--- src/rtl/fme_ref_fetch_if.sv ---
// Bus bundle between the reference fetch stage, the search-window SRAM
// read port and the FME line RAM write port.
//
// Handshake: the SRAM read is fire-and-forget, ref_data_i is valid exactly
// one cycle after ref_rden_o. The FME RAM write transfers a line in every
// cycle wren_o is high; wren_o only rises while ft_go_ahead_i=1 and full_i=0.
interface fme_ref_fetch_if #(
    parameter int BIT_DEPTH = 8,
    parameter int REF_W     = 32,
    parameter int ADDR_W    = 7
);
    logic                          ref_rden_o;
    logic [ADDR_W-1:0]             ref_addr_o;
    logic [REF_W*BIT_DEPTH-1:0]    ref_data_i;
    logic [20*BIT_DEPTH-1:0]       data_o;
    logic                          wren_o;
    logic                          ft_go_ahead_i;
    logic                          full_i;

    // Fetch stage side.
    modport master (
        output ref_rden_o, ref_addr_o, data_o, wren_o,
        input  ref_data_i, ft_go_ahead_i, full_i
    );

    // SRAM / FME RAM side.
    modport slave (
        input  ref_rden_o, ref_addr_o, data_o, wren_o,
        output ref_data_i, ft_go_ahead_i, full_i
    );
endinterface

--- src/rtl/fme_ref_fetch.sv ---
// Fractional-ME reference fetch: reads N rows of the search-window SRAM,
// cuts a 20-pixel window at a horizontal offset out of each row and writes
// it as one line into the FME RAM through a 2-entry buffer.
// Optional build macro: FME_REF_FETCH_VCLAMP_EN clamps row addresses to
// [row_min_i, row_max_i] (picture edge row replication).
module fme_ref_fetch #(
    parameter int BIT_DEPTH = 8,
    parameter int REF_W     = 32,
    parameter int ADDR_W    = 7
) (
    input  logic               clk_i,
    input  logic               rst_i,
    fme_ref_fetch_if.master    bus,
    input  logic               clear_i,
    input  logic               start_i,
    input  logic [ADDR_W-1:0]  base_row_i,
    input  logic [5:0]         lines_i,
    input  logic [4:0]         x_ofs_i,
`ifdef FME_REF_FETCH_VCLAMP_EN
    input  logic [ADDR_W-1:0]  row_min_i,
    input  logic [ADDR_W-1:0]  row_max_i,
`endif
    output logic               busy_o,
    output logic               done_o,
    output logic [1:0]         dbg_state_o
);
    localparam int RW      = REF_W * BIT_DEPTH;
    localparam int LW      = 20 * BIT_DEPTH;
    localparam int IW      = $clog2(RW);
    localparam int MAX_OFS = REF_W - 20;

    typedef enum logic [1:0] {
        S_IDLE  = 2'd0,
        S_FETCH = 2'd1,
        S_DRAIN = 2'd2,
        S_DONE  = 2'd3
    } state_t;

    state_t            r_state;
    state_t            w_state_nxt;
    logic [ADDR_W-1:0] r_base;
    logic [5:0]        r_lines;
    logic [4:0]        r_xofs;
    logic [5:0]        r_issued;
    logic              r_pend;
    logic [LW-1:0]     r_mem [2];
    logic              r_wptr;
    logic              r_rptr;
    logic [1:0]        r_cnt;
`ifdef FME_REF_FETCH_VCLAMP_EN
    logic [ADDR_W-1:0] r_row_min;
    logic [ADDR_W-1:0] r_row_max;
`endif

    logic              w_can_wr;
    logic              w_pop;
    logic [2:0]        w_occ;
    logic              w_rden;
    logic [ADDR_W-1:0] w_addr_raw;
    logic [ADDR_W-1:0] w_addr;
    logic [4:0]        w_xofs_clamp;
    logic [IW-1:0]     w_win_lsb;
    logic [LW-1:0]     w_win;

    // Flow control, read issue, address generation and window extraction.
    always_comb begin
        w_can_wr     = bus.ft_go_ahead_i & ~bus.full_i;
        w_pop        = (r_cnt != 2'd0) & w_can_wr;
        // Lines that will still be held after this cycle, counting the
        // read now returning; a new read is only issued if it will fit.
        w_occ        = {1'b0, r_cnt} + {2'b00, r_pend} - {2'b00, w_pop};
        w_rden       = (r_state == S_FETCH) && (r_issued != r_lines) && (w_occ < 3'd2);
        w_addr_raw   = r_base + ADDR_W'(r_issued);
        w_addr       = w_addr_raw;
`ifdef FME_REF_FETCH_VCLAMP_EN
        if (w_addr_raw < r_row_min) begin
            w_addr = r_row_min;
        end else if (w_addr_raw > r_row_max) begin
            w_addr = r_row_max;
        end
`endif
        w_xofs_clamp = (int'(x_ofs_i) > MAX_OFS) ? 5'(MAX_OFS) : x_ofs_i;
        w_win_lsb    = IW'(RW - LW - int'(r_xofs) * BIT_DEPTH);
        w_win        = bus.ref_data_i[w_win_lsb +: LW];
    end

    assign bus.ref_rden_o = w_rden;
    assign bus.ref_addr_o = w_rden ? w_addr : '0;
    assign bus.wren_o     = w_pop;
    assign bus.data_o     = r_mem[r_rptr];
    assign busy_o         = (r_state == S_FETCH) || (r_state == S_DRAIN);
    assign done_o         = (r_state == S_DONE);
    assign dbg_state_o    = r_state;

    // FSM state register.
    always_ff @(posedge clk_i or posedge rst_i) begin
        if (rst_i) begin
            r_state <= S_IDLE;
        end else begin
            r_state <= w_state_nxt;
        end
    end

    // FSM next state; DRAIN leaves as soon as this cycle empties everything.
    always_comb begin
        w_state_nxt = r_state;
        case (r_state)
            S_IDLE:  if (start_i) w_state_nxt = S_FETCH;
            S_FETCH: if (r_issued == r_lines) w_state_nxt = S_DRAIN;
            S_DRAIN: if (w_occ == 3'd0) w_state_nxt = S_DONE;
            S_DONE:  w_state_nxt = S_IDLE;
            default: w_state_nxt = S_IDLE;
        endcase
        if (clear_i) begin
            w_state_nxt = S_IDLE;
        end
    end

    // Job registers, read counter, return flag and the 2-entry line buffer.
    always_ff @(posedge clk_i or posedge rst_i) begin
        if (rst_i) begin
            r_base   <= '0;
            r_lines  <= '0;
            r_xofs   <= '0;
            r_issued <= '0;
            r_pend   <= 1'b0;
            r_mem[0] <= '0;
            r_mem[1] <= '0;
            r_wptr   <= 1'b0;
            r_rptr   <= 1'b0;
            r_cnt    <= '0;
`ifdef FME_REF_FETCH_VCLAMP_EN
            r_row_min <= '0;
            r_row_max <= '0;
`endif
        end else if (clear_i) begin
            // Dropping r_pend discards the read returning next cycle.
            r_base   <= '0;
            r_lines  <= '0;
            r_xofs   <= '0;
            r_issued <= '0;
            r_pend   <= 1'b0;
            r_mem[0] <= '0;
            r_mem[1] <= '0;
            r_wptr   <= 1'b0;
            r_rptr   <= 1'b0;
            r_cnt    <= '0;
`ifdef FME_REF_FETCH_VCLAMP_EN
            r_row_min <= '0;
            r_row_max <= '0;
`endif
        end else begin
            if ((r_state == S_IDLE) && start_i) begin
                r_base   <= base_row_i;
                r_lines  <= (lines_i == 6'd0) ? 6'd32 : lines_i;
                r_xofs   <= w_xofs_clamp;
                r_issued <= '0;
`ifdef FME_REF_FETCH_VCLAMP_EN
                r_row_min <= row_min_i;
                r_row_max <= row_max_i;
`endif
            end else if (w_rden) begin
                r_issued <= r_issued + 6'd1;
            end
            r_pend <= w_rden;
            if (r_pend) begin
                r_mem[r_wptr] <= w_win;
                r_wptr        <= ~r_wptr;
            end
            if (w_pop) begin
                r_rptr <= ~r_rptr;
            end
            r_cnt <= r_cnt + {1'b0, r_pend} - {1'b0, w_pop};
        end
    end
endmodule

--- src/flat_wrapper.sv ---
// flat-port wrapper written by rule: the top's interface ports become plain ports
module fme_ref_fetch_flat 
#(
    parameter int BIT_DEPTH = 8,
    parameter int REF_W     = 32,
    parameter int ADDR_W    = 7
)
  (clk_i, rst_i, clear_i, start_i, base_row_i, lines_i, x_ofs_i, busy_o, done_o, dbg_state_o, bus_ref_rden_o, bus_ref_addr_o, bus_data_o, bus_wren_o, bus_ref_data_i, bus_ft_go_ahead_i, bus_full_i);
  fme_ref_fetch_if #(.BIT_DEPTH(BIT_DEPTH), .REF_W(REF_W), .ADDR_W(ADDR_W)) bus_i ();
  input  logic clk_i;
  input  logic rst_i;
  input  logic clear_i;
  input  logic start_i;
  input  logic [ADDR_W-1:0] base_row_i;
  input  logic [5:0] lines_i;
  input  logic [4:0] x_ofs_i;
  output logic busy_o;
  output logic done_o;
  output logic [1:0] dbg_state_o;
  output wire logic [$bits(bus_i.ref_rden_o)-1:0] bus_ref_rden_o;
  output wire logic [$bits(bus_i.ref_addr_o)-1:0] bus_ref_addr_o;
  output wire logic [$bits(bus_i.data_o)-1:0] bus_data_o;
  output wire logic [$bits(bus_i.wren_o)-1:0] bus_wren_o;
  input wire logic [$bits(bus_i.ref_data_i)-1:0] bus_ref_data_i;
  input wire logic [$bits(bus_i.ft_go_ahead_i)-1:0] bus_ft_go_ahead_i;
  input wire logic [$bits(bus_i.full_i)-1:0] bus_full_i;
  assign bus_ref_rden_o = bus_i.ref_rden_o;
  assign bus_ref_addr_o = bus_i.ref_addr_o;
  assign bus_data_o = bus_i.data_o;
  assign bus_wren_o = bus_i.wren_o;
  assign bus_i.ref_data_i = bus_ref_data_i;
  assign bus_i.ft_go_ahead_i = bus_ft_go_ahead_i;
  assign bus_i.full_i = bus_full_i;
  fme_ref_fetch #(.BIT_DEPTH(BIT_DEPTH), .REF_W(REF_W), .ADDR_W(ADDR_W)) u_core (.clk_i(clk_i), .rst_i(rst_i), .bus(bus_i), .clear_i(clear_i), .start_i(start_i), .base_row_i(base_row_i), .lines_i(lines_i), .x_ofs_i(x_ofs_i), .busy_o(busy_o), .done_o(done_o), .dbg_state_o(dbg_state_o));
endmodule
--- config.mk ---
export PLATFORM = sky130hd
export DESIGN_NAME = fme_ref_fetch_flat
export DESIGN_NICKNAME = d
export VERILOG_FILES = /design/src/rtl/fme_ref_fetch_if.sv /design/src/rtl/fme_ref_fetch.sv /design/src/flat_wrapper.sv
export SDC_FILE = /design/constraint.sdc
export NUM_CORES = 1
export LEC_CHECK = 0
export CORE_ASPECT_RATIO = 2
export CORE_MARGIN = 5
export CORE_UTILIZATION = 59
export DETAILED_ROUTE_END_ITERATION = 8
export GPL_TIMING_DRIVEN = 0
export PLACE_DENSITY = 0.94
export SETUP_SLACK_MARGIN = 0.4
export SYNTH_ARGS = -nofsm -noshare
export SYNTH_HDL_FRONTEND = slang
export SYNTH_SLANG_ARGS = --single-unit
export TNS_END_PERCENT = 50
--- constraint.sdc ---
create_clock -name clk_i -period 37.7 [get_ports clk_i]
set_input_delay 11.31 -clock clk_i [delete_from_list [all_inputs] [get_ports clk_i]]
set_output_delay 11.31 -clock clk_i [all_outputs]
set_load 0.005 [all_outputs]
==> results of run 1 <==
logic make-up after synthesis:
group,Yosys count,share of synthesized area
fa+ha+maj,17,0.00835
compound gates,767,0.203
buf+inv,281,0.0551
simple gates,600,0.0889
mux,661,0.312
flops,351,0.322
xor+xnor,27,0.0110
metrics by stage:
step / util / area, um2
after floorplan: - / 27300
after global placement: 0.709 / 32500
after detailed placement: 0.710 / 32500
after CTS: 0.732 / 33600
per-layer routing:
metal  track usage  GRT overflow
met1         0.705            37
met2         0.917           548
met3         0.670            50
met4         0.766           319
met5         0.403             9
==> metrics.log, run 1 <==
[metrics] status: aborted with a tool error
[metrics] Failed at: global routing
[metrics] tool error message: [ERROR GRT-0116] Global routing finished with congestion. Check the congestion regions in the DRC Viewer.
[metrics] number of hold-repair buffers added at the cts stage: 0
[metrics] via count of the first global-routing pass: 36600
[metrics] count of flip-flops with a built-in enable after synthesis: 0
[metrics] most used standard cell by instance count after synthesis: sky130_fd_sc_hd__nand2_1
[metrics] ranking of synthesized cells by instance count: 385 x sky130_fd_sc_hd__nand2_1, 351 x sky130_fd_sc_hd__dfrtp_1, 277 x sky130_fd_sc_hd__mux2i_1
[metrics] post-synth design cell area: about 0.027 mm2
[metrics] die outline width: 162 um
[metrics] wire length of the first global-routing pass: 287000 um
[metrics] Seq/Total Area, Yosys: 0.322
[metrics] H-tree lvl count: 1
[metrics] number of post-CTS setup repair buffers: 0
[metrics] #FFs+latches synth: 351
[metrics] effective utilization at floorplan: 0.595
[metrics] placed cells: about 3700
[metrics] Mapped Cells: 2704
[metrics] count of instances resized after the clock tree is built: 0
[metrics] dominant register cell in the synthesized netlist: sky130_fd_sc_hd__dfrtp_1
[metrics] # clock sinks: 351
[metrics] placer congestion estimate: 1.75
[metrics] Async SR Flop Fraction: 1.00
[metrics] IO buf count: 451
[metrics] Synth area leader: sky130_fd_sc_hd__dfrtp_1
[metrics] leftover overflow at the end of global routing: 963
[metrics] worst slack after detailed placement: 11200 ps
[metrics] Mapped Avg Cell Area: between 10 and 15 um2
[metrics] Global Route Usage Sum: 0.760
[metrics] library cell used as clock root buffer: sky130_fd_sc_hd__clkbuf_16
[metrics] I/O pin count: 453
[metrics] TritonCTS Buffers: 30
[metrics] post-synth net total: approximately 3000
[metrics] number of cell rows: between 100 and 150
[metrics] ranking of synthesized cells by area: sky130_fd_sc_hd__dfrtp_1 32%, sky130_fd_sc_hd__mux2_2 11%, sky130_fd_sc_hd__mux4_2 10%, sky130_fd_sc_hd__mux2i_1 10%, sky130_fd_sc_hd__nand2_1 5.3%
[metrics] largest net degree at the start of global routing: 125
[metrics] count of distinct cell types in the synthesized netlist: 72
[metrics] Yosys warnings: 0
[metrics] Final HPWL DP: about 120000 um
[metrics] chip height: 314 um
[metrics] area share of the leading cell type in the synthesized netlist: 0.322
[metrics] deepest clock path buffer count: 3
==> run 2, diff against run 1 <==
--- a/config.mk
+++ b/config.mk
@@ -5,13 +5,11 @@
 export SDC_FILE = /design/constraint.sdc
 export NUM_CORES = 1
 export LEC_CHECK = 0
-export CORE_ASPECT_RATIO = 2
 export CORE_MARGIN = 5
-export CORE_UTILIZATION = 59
+export CORE_UTILIZATION = 40
 export DETAILED_ROUTE_END_ITERATION = 8
 export GPL_TIMING_DRIVEN = 0
-export PLACE_DENSITY = 0.94
-export SETUP_SLACK_MARGIN = 0.4
+export PLACE_DENSITY_LB_ADDON = 0.15
 export SYNTH_ARGS = -nofsm -noshare
 export SYNTH_HDL_FRONTEND = slang
 export SYNTH_SLANG_ARGS = --single-unit
==> metrics.log, run 2 <==
[metrics] number of cell rows: 95 (-14%)
[metrics] count of instances resized after the clock tree is built: 0 (unchanged)
[metrics] TritonCTS Buffers: 38 (+27%)
[metrics] Async SR Flop Fraction: 1.00 (unchanged)
[metrics] Synth area leader: sky130_fd_sc_hd__dfrtp_1
[metrics] routed via count divided by cell count: approximately 7.5
[metrics] count of flip-flops with a built-in enable after synthesis: 0 (unchanged)
[metrics] dominant register cell in the synthesized netlist: sky130_fd_sc_hd__dfrtp_1
[metrics] status: finished with violations
[metrics] die area: ~0.073 mm2
[metrics] initial antenna violation count: 11
[metrics] I/O pin count: 453 (unchanged)
[metrics] area growth from synthesis to layout: 25.8%
[metrics] worst voltage drop across the vdd grid: 0.0352 mV
[metrics] fraction of layout cells with a size suffix above 1: 0.194
[metrics] most used standard cell by instance count after synthesis: sky130_fd_sc_hd__nand2_1
[metrics] effective utilization at floorplan: 0.404 (-0.190)
[metrics] die outline width: 271 um (+67%)
[metrics] clock tree from TritonCTS: built
[metrics] IO buf count: 451 (unchanged)
[metrics] Final Cycle Share: 0.714
[metrics] area of the placeable core: 0.0674 mm2
[metrics] wire length per cell: 47.5 um
[metrics] post-route clock skew: 27.2 ps
[metrics] # clock sinks: 351 (unchanged)
[metrics] later-pin clock latency in the skew report: 580 ps
[metrics] critical path peak fanout: 9
[metrics] total via count in the routed design: 30700
[metrics] # Max-Cap Violations: 5
[metrics] clock edge transition at the registers on the reported setup and hold paths: 60 ps
[metrics] type of element capturing the critical path: output port
[metrics] number of nets with antenna violations after detailed routing: 0
[metrics] failing checks: capacitance limit, slew limit
[metrics] worst rel slew slack: -0.271
[metrics] leading cell type in the layout, fill and taps excluded: sky130_fd_sc_hd__clkdlybuf4s50_1
[metrics] path type of the worst setup path: in2out
[metrics] static leakage: 14.1 nW
[metrics] deepest clock path buffer count: 3 (unchanged)
[metrics] Global Route Usage Sum: 0.508
[metrics] post-synth net total: 3001 (unchanged)
[metrics] footprint of the multi-input gates: 0.0170 mm2
[metrics] total negative setup slack: 0 ps
[metrics] Final HPWL DP: 156000 um (+27%)
[metrics] Arrival @ worst endpoint: ~16000 ps
[metrics] number of hold violations in the final report: 0
[metrics] area taken by flip-flops and latches: 0.00878 mm2
[metrics] Yosys warnings: 0 (unchanged)
[metrics] ranking of synthesized cells by area: sky130_fd_sc_hd__dfrtp_1 32%, sky130_fd_sc_hd__mux2_2 11%, sky130_fd_sc_hd__mux4_2 10%, sky130_fd_sc_hd__mux2i_1 10%, sky130_fd_sc_hd__nand2_1 5.3%
[metrics] post-synth design cell area: 0.0273 mm2 (unchanged)
[metrics] Worst Tran Pin Value: 1910 ps
[metrics] area share of the leading cell type in the synthesized netlist: 0.322 (unchanged)
[metrics] H-tree lvl count: 2 (+1)
[metrics] chip height: 271 um (-14%)
[metrics] register with the most flip-flops: u_core.r_mem
[metrics] setup violators final: 0
[metrics] biggest registers after layout: u_core.r_mem: 320 flops, u_core.r_base: 7 flops
[metrics] Seq/Total Area, Yosys: 0.322 (unchanged)
[metrics] clock period minus final worst setup slack: 26910 ps
[metrics] worst min-delay path category: reg2reg
[metrics] FILL cells: 5897
[metrics] library cell used as clock root buffer: sky130_fd_sc_hd__clkbuf_16
[metrics] required time of the critical path: 26390 ps
[metrics] number of detailed-route iterations in the first pass: 9
[metrics] total count of max-transition violations in the final report: 28
[metrics] remaining design rule violation count: 0
[metrics] wire length of the first global-routing pass: 259000 um
[metrics] most frequent cells in the layout: 451 x sky130_fd_sc_hd__clkdlybuf4s50_1, 385 x sky130_fd_sc_hd__nand2_1, 351 x sky130_fd_sc_hd__dfrtp_1
[metrics] number of hold-repair buffers added at the cts stage: 0 (unchanged)
[metrics] power consumption: approximately 0.0022 W
[metrics] RSZ-0062 raised after global routing: false
[metrics] placer congestion estimate: 1.13 (-36%)
[metrics] violation count after the first detailed-route iteration: ~5400
[metrics] detailed-route wire length: roughly 200000 um
[metrics] ranking of synthesized cells by instance count: 385 x sky130_fd_sc_hd__nand2_1, 351 x sky130_fd_sc_hd__dfrtp_1, 277 x sky130_fd_sc_hd__mux2i_1
[metrics] net count of the finished layout: 3500
[metrics] fmax: ~0.037 GHz
[metrics] #FFs+latches synth: 351 (unchanged)
[metrics] largest net degree at the start of global routing: 147
[metrics] Mapped Cells: 2704 (unchanged)
[metrics] leftover overflow at the end of global routing: 0
[metrics] count of distinct cell types in the synthesized netlist: 72 (unchanged)
[metrics] via count of the first global-routing pass: between 30000 and 40000
[metrics] max reg flops: between 300 and 400
[metrics] PD cells: 65.0 mW/mm2
[metrics] number of post-CTS setup repair buffers: 0 (unchanged)
[metrics] Mapped Avg Cell Area: 10.1 um2 (unchanged)
[metrics] sort of element at the start of the critical path: primary input
## run 2: cell counts after synthesis
No cell type changed its count.
## run 2: through the flow
| stage | setup WS, ps | utilization | hold slack, ps | cell area, um2 | std cells |
|---|---|---|---|---|---|
| finish | 10790 | 0.509 | 487 | 34300 | 4107 |
| detailed placement | 11030 | 0.489 | 466 | 33000 | 4035 |
| floorplan | 12950 | - | 444 | 27300 | 2704 |
| CTS | 10980 | 0.509 | 482 | 34300 | 4102 |
| global placement | 11030 | 0.488 | 456 | 32900 | 4028 |
| global route | 10680 | 0.509 | 489 | 34300 | 4103 |
## run 2: logic make-up (layout without fill, tap and decap cells)
logic type               Yosys count  count (layout)  share of synthesized area
multiplexers                     661             661                      0.312
XOR/XNOR                          27              27                     0.0110
other                              0               4                          0
adder cells (fa/ha/maj)           17              17                    0.00835
AND/OR/NAND/NOR                  600             600                     0.0889
flip-flops                       351             351                      0.322
buffers and inverters            281             807                     0.0551
AO/OA/AOI/OAI                    767             767                      0.203
## run 2: cell type report
cell class | count | area share
Clock inverter | 14 | 0.00606
Buffer | 260 | 0.0415
Antenna cell | 4 | 0.000292
Multi-Input combinational cell | 2072 | 0.495
Sequential cell | 351 | 0.256
Tap cell | 873 | 0.0318
Timing Repair Buffer | 459 | 0.135
Inverter | 21 | 0.00252
Clock buffer | 53 | 0.0320
## run 2: worst max-delay path, cell delays in order
cell and delay (ps):
sky130_fd_sc_hd__clkdlybuf4s50_1 440, sky130_fd_sc_hd__nor3b_1 1210, sky130_fd_sc_hd__ha_1 410, sky130_fd_sc_hd__inv_1 60
sky130_fd_sc_hd__ha_1 130, sky130_fd_sc_hd__inv_1 50, sky130_fd_sc_hd__fa_1 420, sky130_fd_sc_hd__xnor2_1 240
sky130_fd_sc_hd__nand3_1 100, sky130_fd_sc_hd__nand2b_1 140, sky130_fd_sc_hd__clkbuf_1 210, sky130_fd_sc_hd__inv_2 210
sky130_fd_sc_hd__and2_1 150, sky130_fd_sc_hd__clkdlybuf4s50_1 520
## run 2: path summary, 6_finish.rpt
check                                  startpoint           endpoint  slack (ps)  cells after the start
min in group asynchronous                   rst_i  u_core.r_mem[318]       11280                      2
worst max register to register   u_core.r_xofs[0]   u_core.r_mem[90]       31310                     14
worst min-delay path             u_core.r_mem[80]   u_core.r_mem[80]         490                      2
worst min register to register   u_core.r_mem[80]   u_core.r_mem[80]         490                      2
worst max-delay path            bus_ft_go_ahead_i  bus_ref_addr_o[0]       10790                     14
max in group asynchronous                   rst_i   u_core.r_mem[79]       25200                      3
## run 2: metal layers
metal / track usage / wire [um] / up-vias
met3: 0.200 / 26600 / 929
met5: 0.00395 / 19 / -
met4: 0.377 / 20100 / 2
met2: 0.757 / 81900 / 3157
li1: - / - / 11300
met1: 0.589 / 66300 / 15300
## run 2: report_power, final
part           switching (W)  internal, W  total [W]
sequential         0.0000238     0.000408   0.000432
combinational        0.00101     0.000393    0.00140
clock               0.000166     0.000233   0.000399
total                0.00120      0.00103    0.00223
Note: power is estimated with default switching activity, not from simulation.
==> run 3, diff against run 2 <==
==> constraint.sdc (replaced) <==
create_clock -name clk_i -period 22.5 [get_ports clk_i]
set_input_delay 6.75 -clock clk_i [delete_from_list [all_inputs] [get_ports clk_i]]
set_output_delay 6.75 -clock clk_i [all_outputs]
set_load 0.005 [all_outputs]
==> results of run 3 <==
Same layout as run 2 (identical final DEF). Status: finished with violations: capacitance limit, slew limit.
Main changes from that run: setup slack after placement 11030 ps -> 4950 ps; setup slack after layout 10790 ps -> 4710 ps; register-to-register setup slack 31310 ps -> 16110 ps; total power 0.00223 W -> 0.00374 W; worst IR drop on VDD 0.0352 mV -> 0.0590 mV
